<file path="src/rtl/bcd_field_reg_if.sv">
// -----------------------------------------------------------------------------
// bcd_field_reg_if
// Purpose : Bundles the controller-side signals of one packed-BCD RTC field
//           register (edit keys, reload path, write-back tracking).
// Ports   : parameter W = data width in bits (4 * number of BCD digits)
//   UP, DOWN     level step requests (already synchronised)
//   Modificando  1 = user edit mode
//   Actualizar   load DATA_in (honoured only when Modificando = 0)
//   DATA_in      BCD value from the RTC read path
//   Clear_mod    clears Modificado after write-back
//   Max_in       dynamic upper bound (only when DYN_MAX_EN is defined)
//   DATA_out     current BCD value
//   Cambio       1-cycle pulse per manual step
//   Modificado   sticky "edited" flag
//   Load_err     1-cycle pulse when a load is rejected
// Handshake: none. All inputs are plain levels sampled every clock and all
//           outputs are registered levels or single-cycle pulses.
// Modports: master = controller side, slave = field register side.
// -----------------------------------------------------------------------------
interface bcd_field_reg_if #(
   parameter int W = 8
);
   logic         UP;
   logic         DOWN;
   logic         Modificando;
   logic         Actualizar;
   logic [W-1:0] DATA_in;
   logic         Clear_mod;
`ifdef DYN_MAX_EN
   logic [W-1:0] Max_in;
`endif
   logic [W-1:0] DATA_out;
   logic         Cambio;
   logic         Modificado;
   logic         Load_err;

   modport master (
      output UP, DOWN, Modificando, Actualizar, DATA_in, Clear_mod,
`ifdef DYN_MAX_EN
      output Max_in,
`endif
      input  DATA_out, Cambio, Modificado, Load_err
   );

   modport slave (
      input  UP, DOWN, Modificando, Actualizar, DATA_in, Clear_mod,
`ifdef DYN_MAX_EN
      input  Max_in,
`endif
      output DATA_out, Cambio, Modificado, Load_err
   );
endinterface

</file>
<file path="src/rtl/bcd_field_reg.sv">
// -----------------------------------------------------------------------------
// bcd_field_reg
// Purpose : Packed-BCD register for one RTC time/date field. In edit mode the
//           value steps with UP/DOWN (first step immediately, then hold-off,
//           then auto-repeat); outside edit mode it reloads from the RTC read
//           path. Tracks whether the user edited the field.
// Ports   :
//   CLK        system clock
//   RST        synchronous, active-high reset
//   bus        bcd_field_reg_if.slave (see interface for signal list)
//   dbg_state  current key FSM state (0 = IDLE, 1 = HOLD, 2 = REPEAT)
// Optional feature macro: DYN_MAX_EN
//   defined   -> bus.Max_in replaces MAX_VAL as upper bound for wrap and load
//                checks, and a value above Max_in is clamped down to it.
//   undefined -> MAX_VAL is the fixed upper bound, no clamp logic.
// Priority  : RST > load > clamp (DYN_MAX_EN only) > step.
// -----------------------------------------------------------------------------
module bcd_field_reg #(
   parameter int                  DIGITS        = 2,
   parameter logic [4*DIGITS-1:0] MIN_VAL       = '0,
   parameter logic [4*DIGITS-1:0] MAX_VAL       = (4*DIGITS)'(8'h59),
   parameter logic [4*DIGITS-1:0] RESET_VAL     = MIN_VAL,
   parameter int                  HOLD_CYCLES   = 1048575,
   parameter int                  REPEAT_CYCLES = 262143
) (
   input  logic            CLK,
   input  logic            RST,
   bcd_field_reg_if.slave  bus,
   output logic [1:0]      dbg_state
);

   localparam int W       = 4 * DIGITS;
   localparam int CNT_MAX = (HOLD_CYCLES > REPEAT_CYCLES) ? HOLD_CYCLES : REPEAT_CYCLES;
   localparam int CNT_W   = (CNT_MAX < 1) ? 1 : $clog2(CNT_MAX + 1);

   typedef enum logic [1:0] {
      S_IDLE   = 2'd0,
      S_HOLD   = 2'd1,
      S_REPEAT = 2'd2
   } state_t;

   state_t           state;
   logic [CNT_W-1:0] cnt;
   logic [CNT_W-1:0] cnt_inc;
   logic             held_up;   // direction of the key that armed HOLD/REPEAT
   logic [W-1:0]     data_q;
   logic             cambio_q;
   logic             mod_q;
   logic             lerr_q;

   logic             key_up;
   logic             key_dn;
   logic             key;
   logic             same_dir;
   logic             step_fire;
   logic             load_req;
   logic             load_ok;
   logic             clamp_req;
   logic [W-1:0]     max_bound;
   logic [W-1:0]     step_val;

   // ---------------------------------------------------------------- helpers
   function automatic logic is_bcd(input logic [W-1:0] v);
      logic ok;
      ok = 1'b1;
      for (int i = 0; i < DIGITS; i++) begin
         if (v[4*i +: 4] > 4'd9) ok = 1'b0;
      end
      return ok;
   endfunction

   // Digit-wise increment; a 9 rolls to 0 and carries into the next digit.
   function automatic logic [W-1:0] bcd_inc(input logic [W-1:0] v);
      logic [W-1:0] r;
      logic         c;
      logic [3:0]   d;
      r = v;
      c = 1'b1;
      for (int i = 0; i < DIGITS; i++) begin
         d = v[4*i +: 4];
         if (c) begin
            if (d >= 4'd9) begin
               d = 4'd0;
            end else begin
               d = d + 4'd1;
               c = 1'b0;
            end
         end
         r[4*i +: 4] = d;
      end
      return r;
   endfunction

   // Digit-wise decrement; a 0 borrows and becomes 9.
   function automatic logic [W-1:0] bcd_dec(input logic [W-1:0] v);
      logic [W-1:0] r;
      logic         b;
      logic [3:0]   d;
      r = v;
      b = 1'b1;
      for (int i = 0; i < DIGITS; i++) begin
         d = v[4*i +: 4];
         if (b) begin
            if (d == 4'd0) begin
               d = 4'd9;
            end else begin
               d = d - 4'd1;
               b = 1'b0;
            end
         end
         r[4*i +: 4] = d;
      end
      return r;
   endfunction

   // ------------------------------------------------------------ upper bound
`ifdef DYN_MAX_EN
   assign max_bound = bus.Max_in;
   assign clamp_req = (data_q > bus.Max_in);
`else
   assign max_bound = MAX_VAL;
   assign clamp_req = 1'b0;
`endif

   // ------------------------------------------------------------ decode
   // UP and DOWN together are treated as no key at all.
   assign key_up   = bus.UP & ~bus.DOWN;
   assign key_dn   = bus.DOWN & ~bus.UP;
   assign key      = key_up | key_dn;
   assign same_dir = (key_up == held_up);
   assign cnt_inc  = cnt + CNT_W'(1);

   assign load_req = ~bus.Modificando & bus.Actualizar;
   assign load_ok  = is_bcd(bus.DATA_in) && (bus.DATA_in >= MIN_VAL) &&
                     (bus.DATA_in <= max_bound);

   always_comb begin
      step_fire = 1'b0;
      if (bus.Modificando && key) begin
         case (state)
            S_IDLE:   step_fire = 1'b1;
            S_HOLD:   step_fire = same_dir && (cnt_inc == CNT_W'(HOLD_CYCLES));
            S_REPEAT: step_fire = same_dir && (cnt_inc == CNT_W'(REPEAT_CYCLES));
            default:  step_fire = 1'b0;
         endcase
      end
   end

   // Wrap uses >= / <= so an out-of-range value still steps back into range.
   always_comb begin
      step_val = data_q;
      if (key_up) begin
         step_val = (data_q >= max_bound) ? MIN_VAL : bcd_inc(data_q);
      end else begin
         step_val = (data_q <= MIN_VAL) ? max_bound : bcd_dec(data_q);
      end
   end

   // ------------------------------------------------------------ key FSM
   // A direction change while armed behaves as a release: back to IDLE, and
   // the new key is taken as a fresh press on the following cycle.
   always_ff @(posedge CLK) begin
      if (RST) begin
         state   <= S_IDLE;
         cnt     <= '0;
         held_up <= 1'b0;
      end else if (!bus.Modificando || !key) begin
         state <= S_IDLE;
         cnt   <= '0;
      end else begin
         case (state)
            S_IDLE: begin
               state   <= S_HOLD;
               cnt     <= '0;
               held_up <= key_up;
            end
            S_HOLD: begin
               if (!same_dir) begin
                  state <= S_IDLE;
                  cnt   <= '0;
               end else if (cnt_inc == CNT_W'(HOLD_CYCLES)) begin
                  state <= S_REPEAT;
                  cnt   <= '0;
               end else begin
                  cnt <= cnt_inc;
               end
            end
            S_REPEAT: begin
               if (!same_dir) begin
                  state <= S_IDLE;
                  cnt   <= '0;
               end else if (cnt_inc == CNT_W'(REPEAT_CYCLES)) begin
                  cnt <= '0;
               end else begin
                  cnt <= cnt_inc;
               end
            end
            default: begin
               state <= S_IDLE;
               cnt   <= '0;
            end
         endcase
      end
   end

   // ------------------------------------------------------------ data path
   always_ff @(posedge CLK) begin
      if (RST) begin
         data_q   <= RESET_VAL;
         cambio_q <= 1'b0;
         mod_q    <= 1'b0;
         lerr_q   <= 1'b0;
      end else begin
         cambio_q <= 1'b0;
         lerr_q   <= 1'b0;
         if (load_req && load_ok) begin
            data_q <= bus.DATA_in;
            mod_q  <= 1'b0;
         end else begin
            if (load_req) lerr_q <= 1'b1;
            if (!load_req && clamp_req) begin
               data_q <= max_bound;
               mod_q  <= 1'b1;
            end else if (step_fire) begin
               // A step beats a simultaneous Clear_mod.
               data_q   <= step_val;
               cambio_q <= 1'b1;
               mod_q    <= 1'b1;
            end else if (bus.Clear_mod) begin
               mod_q <= 1'b0;
            end
         end
      end
   end

   assign bus.DATA_out   = data_q;
   assign bus.Cambio     = cambio_q;
   assign bus.Modificado = mod_q;
   assign bus.Load_err   = lerr_q;
   assign dbg_state      = state;

endmodule

</file>
<file path="src/flat_wrapper.sv">
// flat-port wrapper written by rule: the top's interface ports become plain ports
module bcd_field_reg_flat 
#(
   parameter int                  DIGITS        = 2,
   parameter logic [4*DIGITS-1:0] MIN_VAL       = '0,
   parameter logic [4*DIGITS-1:0] MAX_VAL       = (4*DIGITS)'(8'h59),
   parameter logic [4*DIGITS-1:0] RESET_VAL     = MIN_VAL,
   parameter int                  HOLD_CYCLES   = 1048575,
   parameter int                  REPEAT_CYCLES = 262143
)
  (CLK, RST, dbg_state, bus_UP, bus_DOWN, bus_Modificando, bus_Actualizar, bus_DATA_in, bus_Clear_mod, bus_DATA_out, bus_Cambio, bus_Modificado, bus_Load_err);
  bcd_field_reg_if #(.W(8)) bus_i ();
  input  logic CLK;
  input  logic RST;
  output logic [1:0] dbg_state;
  input wire logic [$bits(bus_i.UP)-1:0] bus_UP;
  input wire logic [$bits(bus_i.DOWN)-1:0] bus_DOWN;
  input wire logic [$bits(bus_i.Modificando)-1:0] bus_Modificando;
  input wire logic [$bits(bus_i.Actualizar)-1:0] bus_Actualizar;
  input wire logic [$bits(bus_i.DATA_in)-1:0] bus_DATA_in;
  input wire logic [$bits(bus_i.Clear_mod)-1:0] bus_Clear_mod;
  output wire logic [$bits(bus_i.DATA_out)-1:0] bus_DATA_out;
  output wire logic [$bits(bus_i.Cambio)-1:0] bus_Cambio;
  output wire logic [$bits(bus_i.Modificado)-1:0] bus_Modificado;
  output wire logic [$bits(bus_i.Load_err)-1:0] bus_Load_err;
  assign bus_i.UP = bus_UP;
  assign bus_i.DOWN = bus_DOWN;
  assign bus_i.Modificando = bus_Modificando;
  assign bus_i.Actualizar = bus_Actualizar;
  assign bus_i.DATA_in = bus_DATA_in;
  assign bus_i.Clear_mod = bus_Clear_mod;
  assign bus_DATA_out = bus_i.DATA_out;
  assign bus_Cambio = bus_i.Cambio;
  assign bus_Modificado = bus_i.Modificado;
  assign bus_Load_err = bus_i.Load_err;
  bcd_field_reg #(.DIGITS(DIGITS), .MIN_VAL(MIN_VAL), .MAX_VAL(MAX_VAL), .RESET_VAL(RESET_VAL), .HOLD_CYCLES(HOLD_CYCLES), .REPEAT_CYCLES(REPEAT_CYCLES)) u_core (.CLK(CLK), .RST(RST), .bus(bus_i), .dbg_state(dbg_state));
endmodule
</file>
<file path="config.mk">
export PLATFORM = sky130hd
export DESIGN_NAME = bcd_field_reg_flat
export DESIGN_NICKNAME = d
export VERILOG_FILES = /design/src/rtl/bcd_field_reg_if.sv /design/src/rtl/bcd_field_reg.sv /design/src/flat_wrapper.sv
export SDC_FILE = /design/constraint.sdc
export NUM_CORES = 1
export LEC_CHECK = 0
export CORE_MARGIN = 10
export CORE_UTILIZATION = 51
export DETAILED_ROUTE_END_ITERATION = 8
export PLACE_DENSITY_LB_ADDON = 0.1
export SLEW_MARGIN = 10
export SYNTH_ARGS = -nofsm -noshare
export SYNTH_HDL_FRONTEND = slang
export SYNTH_SLANG_ARGS = --single-unit
</file>
<file path="constraint.sdc">
create_clock -name CLK -period 2.9 [get_ports CLK]
set_clock_uncertainty 0.1 [all_clocks]
set_input_delay 0.58 -clock CLK [delete_from_list [all_inputs] [get_ports CLK]]
set_output_delay 0.58 -clock CLK [all_outputs]
set_load 0.03 [all_outputs]
</file>
==> results.toml <==
[status]
status = "completed"

[placement]
dp_slack_ns = -0.00839
place_inst = 381
gp_congestion = 0.905
io_buffers = 27
hpwlAfterDp_um = 4560

[clocking]
cts.path.max_buffers = 2
ctsHoldBuffers = 0
clkSlewWorstSetupHoldPaths_ns = 0.07
cts_tree = "yes"
cts_sinks = 34
cts-buffers-inserted = 5
cts_root_buf = "clkbuf_8"
worstSkewPairLatency_ns = 0.29
cts_max_level = 2

[floorplanning]
core_mm2 = 0.00469
start_util_pct = 52.5
core.rowCount = 25
die_h_um = 89.5
io_pins = 28
die-width_um = 89.5
die-area_mm2 = 0.00801

[power]
powerDensity_mw_per_mm2 = 366
ir_worst_vdd_v = 0.000282
power.leakage_nw = 1.07

[cells_and_area]
area_growth_pct = 22.3
antenna_cells = 0
final_cells = 392
layout.nets = 365
final_layout_size_suffix_gt1_share_pct = 16.6
fillCellCount = 408

[timing]
relSlewSlack_pct = 71.2
period_minus_slack_ns = 2.75
min_period_over_period_pct = 94.7
setup_tns_ns = 0
finalSetupViolations = 0
worst_slew_pin_slew_ns = 0.427
slew_violations = 0
postLayoutSetupSlackWorst_ns = 0.154
fmax_mhz = 364
hold_violations = 0

[synthesis]
yosysTopAreaCell = "dfxtp_1"
synthCells = 292
ys_warn_count = 0
synthMostInstantiatedCell = "dfxtp_1"
synth_top_area_share_pct = 27.6
synth_ff_type = "dfxtp_1"
synth-edff-count = 0
async_reset_ff_share_pct = 0
synth_seq_cells = 34
seq_area_frac_synth_pct = 27.6
ys_top_cells_by_count = "dfxtp_1 (34), nor3_1 (27), nand2_1 (23), nor2_1 (19)"
synth.area.top_cells = "dfxtp_1 (28%), ha_1 (6.6%), nor3_1 (5.5%), xnor2_1 (4.3%), nand2_1 (3.5%)"
yosysUniqueCellTypes = 68
syn_nets = 320
syn_area_mm2 = 0.00246
avgSynthCellArea_um2 = 8.44

[worst_setup_path]
end_kind = "register"
cp_data_arrival_time_ns = 2.80
crit_fanout = 10
worstPathRequired_ns = 2.96
cp-start-kind = "register"
critPathKind = "reg -> reg"

[routing]
vias_per_cell = 5.92
firstDrtPassIters = 5
vias = 2322
wl_um = 6030
drt_first_iter_violations = 169
wire_per_inst_um = 15.4
route.detailed.drc = 0
final_antenna_net_count = 0

[grt]
grt_overflow_total = 0
antenna_found_initial = 0
grt_usage_pct = 15.6
grt_start_max_net_pins = 19
grt_pass1_wl_um = 10100
first_global_vias = 2123

[worst_hold_path]
hold_path_class = "reg -> reg"

[run]
maxCapViolations = 0
-- report_power, final --
group / internal, mW / switching, mW
sequential: 0.480 / 0.0215
combinational: 0.109 / 0.131
clock: 0.191 / 0.170
total: 0.781 / 0.323
-- metrics by stage --
stage          hold WS [ns]  total power, mW  util (%)  instance area (um^2)
2_1_floorplan         0.349            0.666         -                  2460
3_3_place_gp          0.364            0.748      61.4                  2880
3_5_place_dp          0.368            0.748      61.4                  2880
4_1_cts               0.377             1.11      63.3                  2970
5_1_grt               0.401             1.16      64.2                  3010
6_report              0.371             1.10      64.2                  3010
-- registers in the layout, summed over array words and instances (netlist names) --
register	cells
u_core.bus.Cambio	1
u_core.bus.DATA_out	8
u_core.bus.Load_err	1
u_core.bus.Modificado	1
u_core.cnt	20
u_core.dbg_state	2
u_core.held_up	1
-- cells by family after synthesis --
family,after synthesis,synth area share (%)
and+or+nand+nor,133,30.9
AOI/OAI and AO/OA,65,21.6
DFF,34,27.6
xor gates and xnor gates,21,7.47
adders and majority gates,13,6.60
muxes,1,0.406
buffers and inverters,25,5.38
-- worst paths after layout --
kind                                             from  slack [ns]  depth (start not counted)                endpoint
worst max-delay path                    u_core.cnt[0]        0.15                          8  u_core.bus.DATA_out[4]
worst min-delay path            u_core.bus.Modificado        0.37                          2   u_core.bus.Modificado
worst max register to register          u_core.cnt[0]        0.15                          8  u_core.bus.DATA_out[4]
worst min register to register  u_core.bus.Modificado        0.37                          2   u_core.bus.Modificado
-- routing by layer --
layer / vias up / global-route usage (%) / routed length [um]
met2: 60 / 22.4 / 2540
met5: - / 0 / 0
met3: 5 / 4.01 / 356
met1: 1088 / 22.4 / 3080
met4: 0 / 3.76 / 54
li1: 1169 / - / -
-- worst max-delay path, cell delays in order (launching register included) --
cell       delay, ns
dfxtp_1         0.38
buf_4           0.16
nand2_2         0.13
or4_4           0.52
a211oi_4        0.30
o2111ai_4       0.23
o31a_2          0.51
o21ai_1         0.18
a311oi_2        0.10
-- cell usage in the layout (no fill, tap or decap), drive strengths merged, types with 6 or more instances in the layout --
cell type / n
nor2: 20
o21ai: 9
dfxtp: 34
a31oi: 6
nand2b: 9
nand3: 10
xor2: 9
inv: 13
clkdlybuf4s50: 27
nor3: 27
xnor2: 12
clkbuf: 7
nand2: 24
buf: 23
a21oi: 13
ha: 13
nand4: 6
-- timing repair --
item | 4_1_cts | 5_1_grt
gates resized for setup | 0 | 4
setup buffers | 0 | 3
setup endpoints to repair | 0 | 7
-- layout make-up --
type | count | area [um^2] | area share [%]
inverters | 13 | 48.8 | 1.62
clock buffers | 7 | 86.3 | 2.86
multi-input cells | 233 | 1670 | 55.4
well taps | 54 | 67.6 | 2.24
clock inverters | 1 | 5.00 | 0.166
flip-flops and latches | 34 | 681 | 22.6
repair buffers | 50 | 455 | 15.1
No activity file was read; power rests on OpenSTA's default activity.
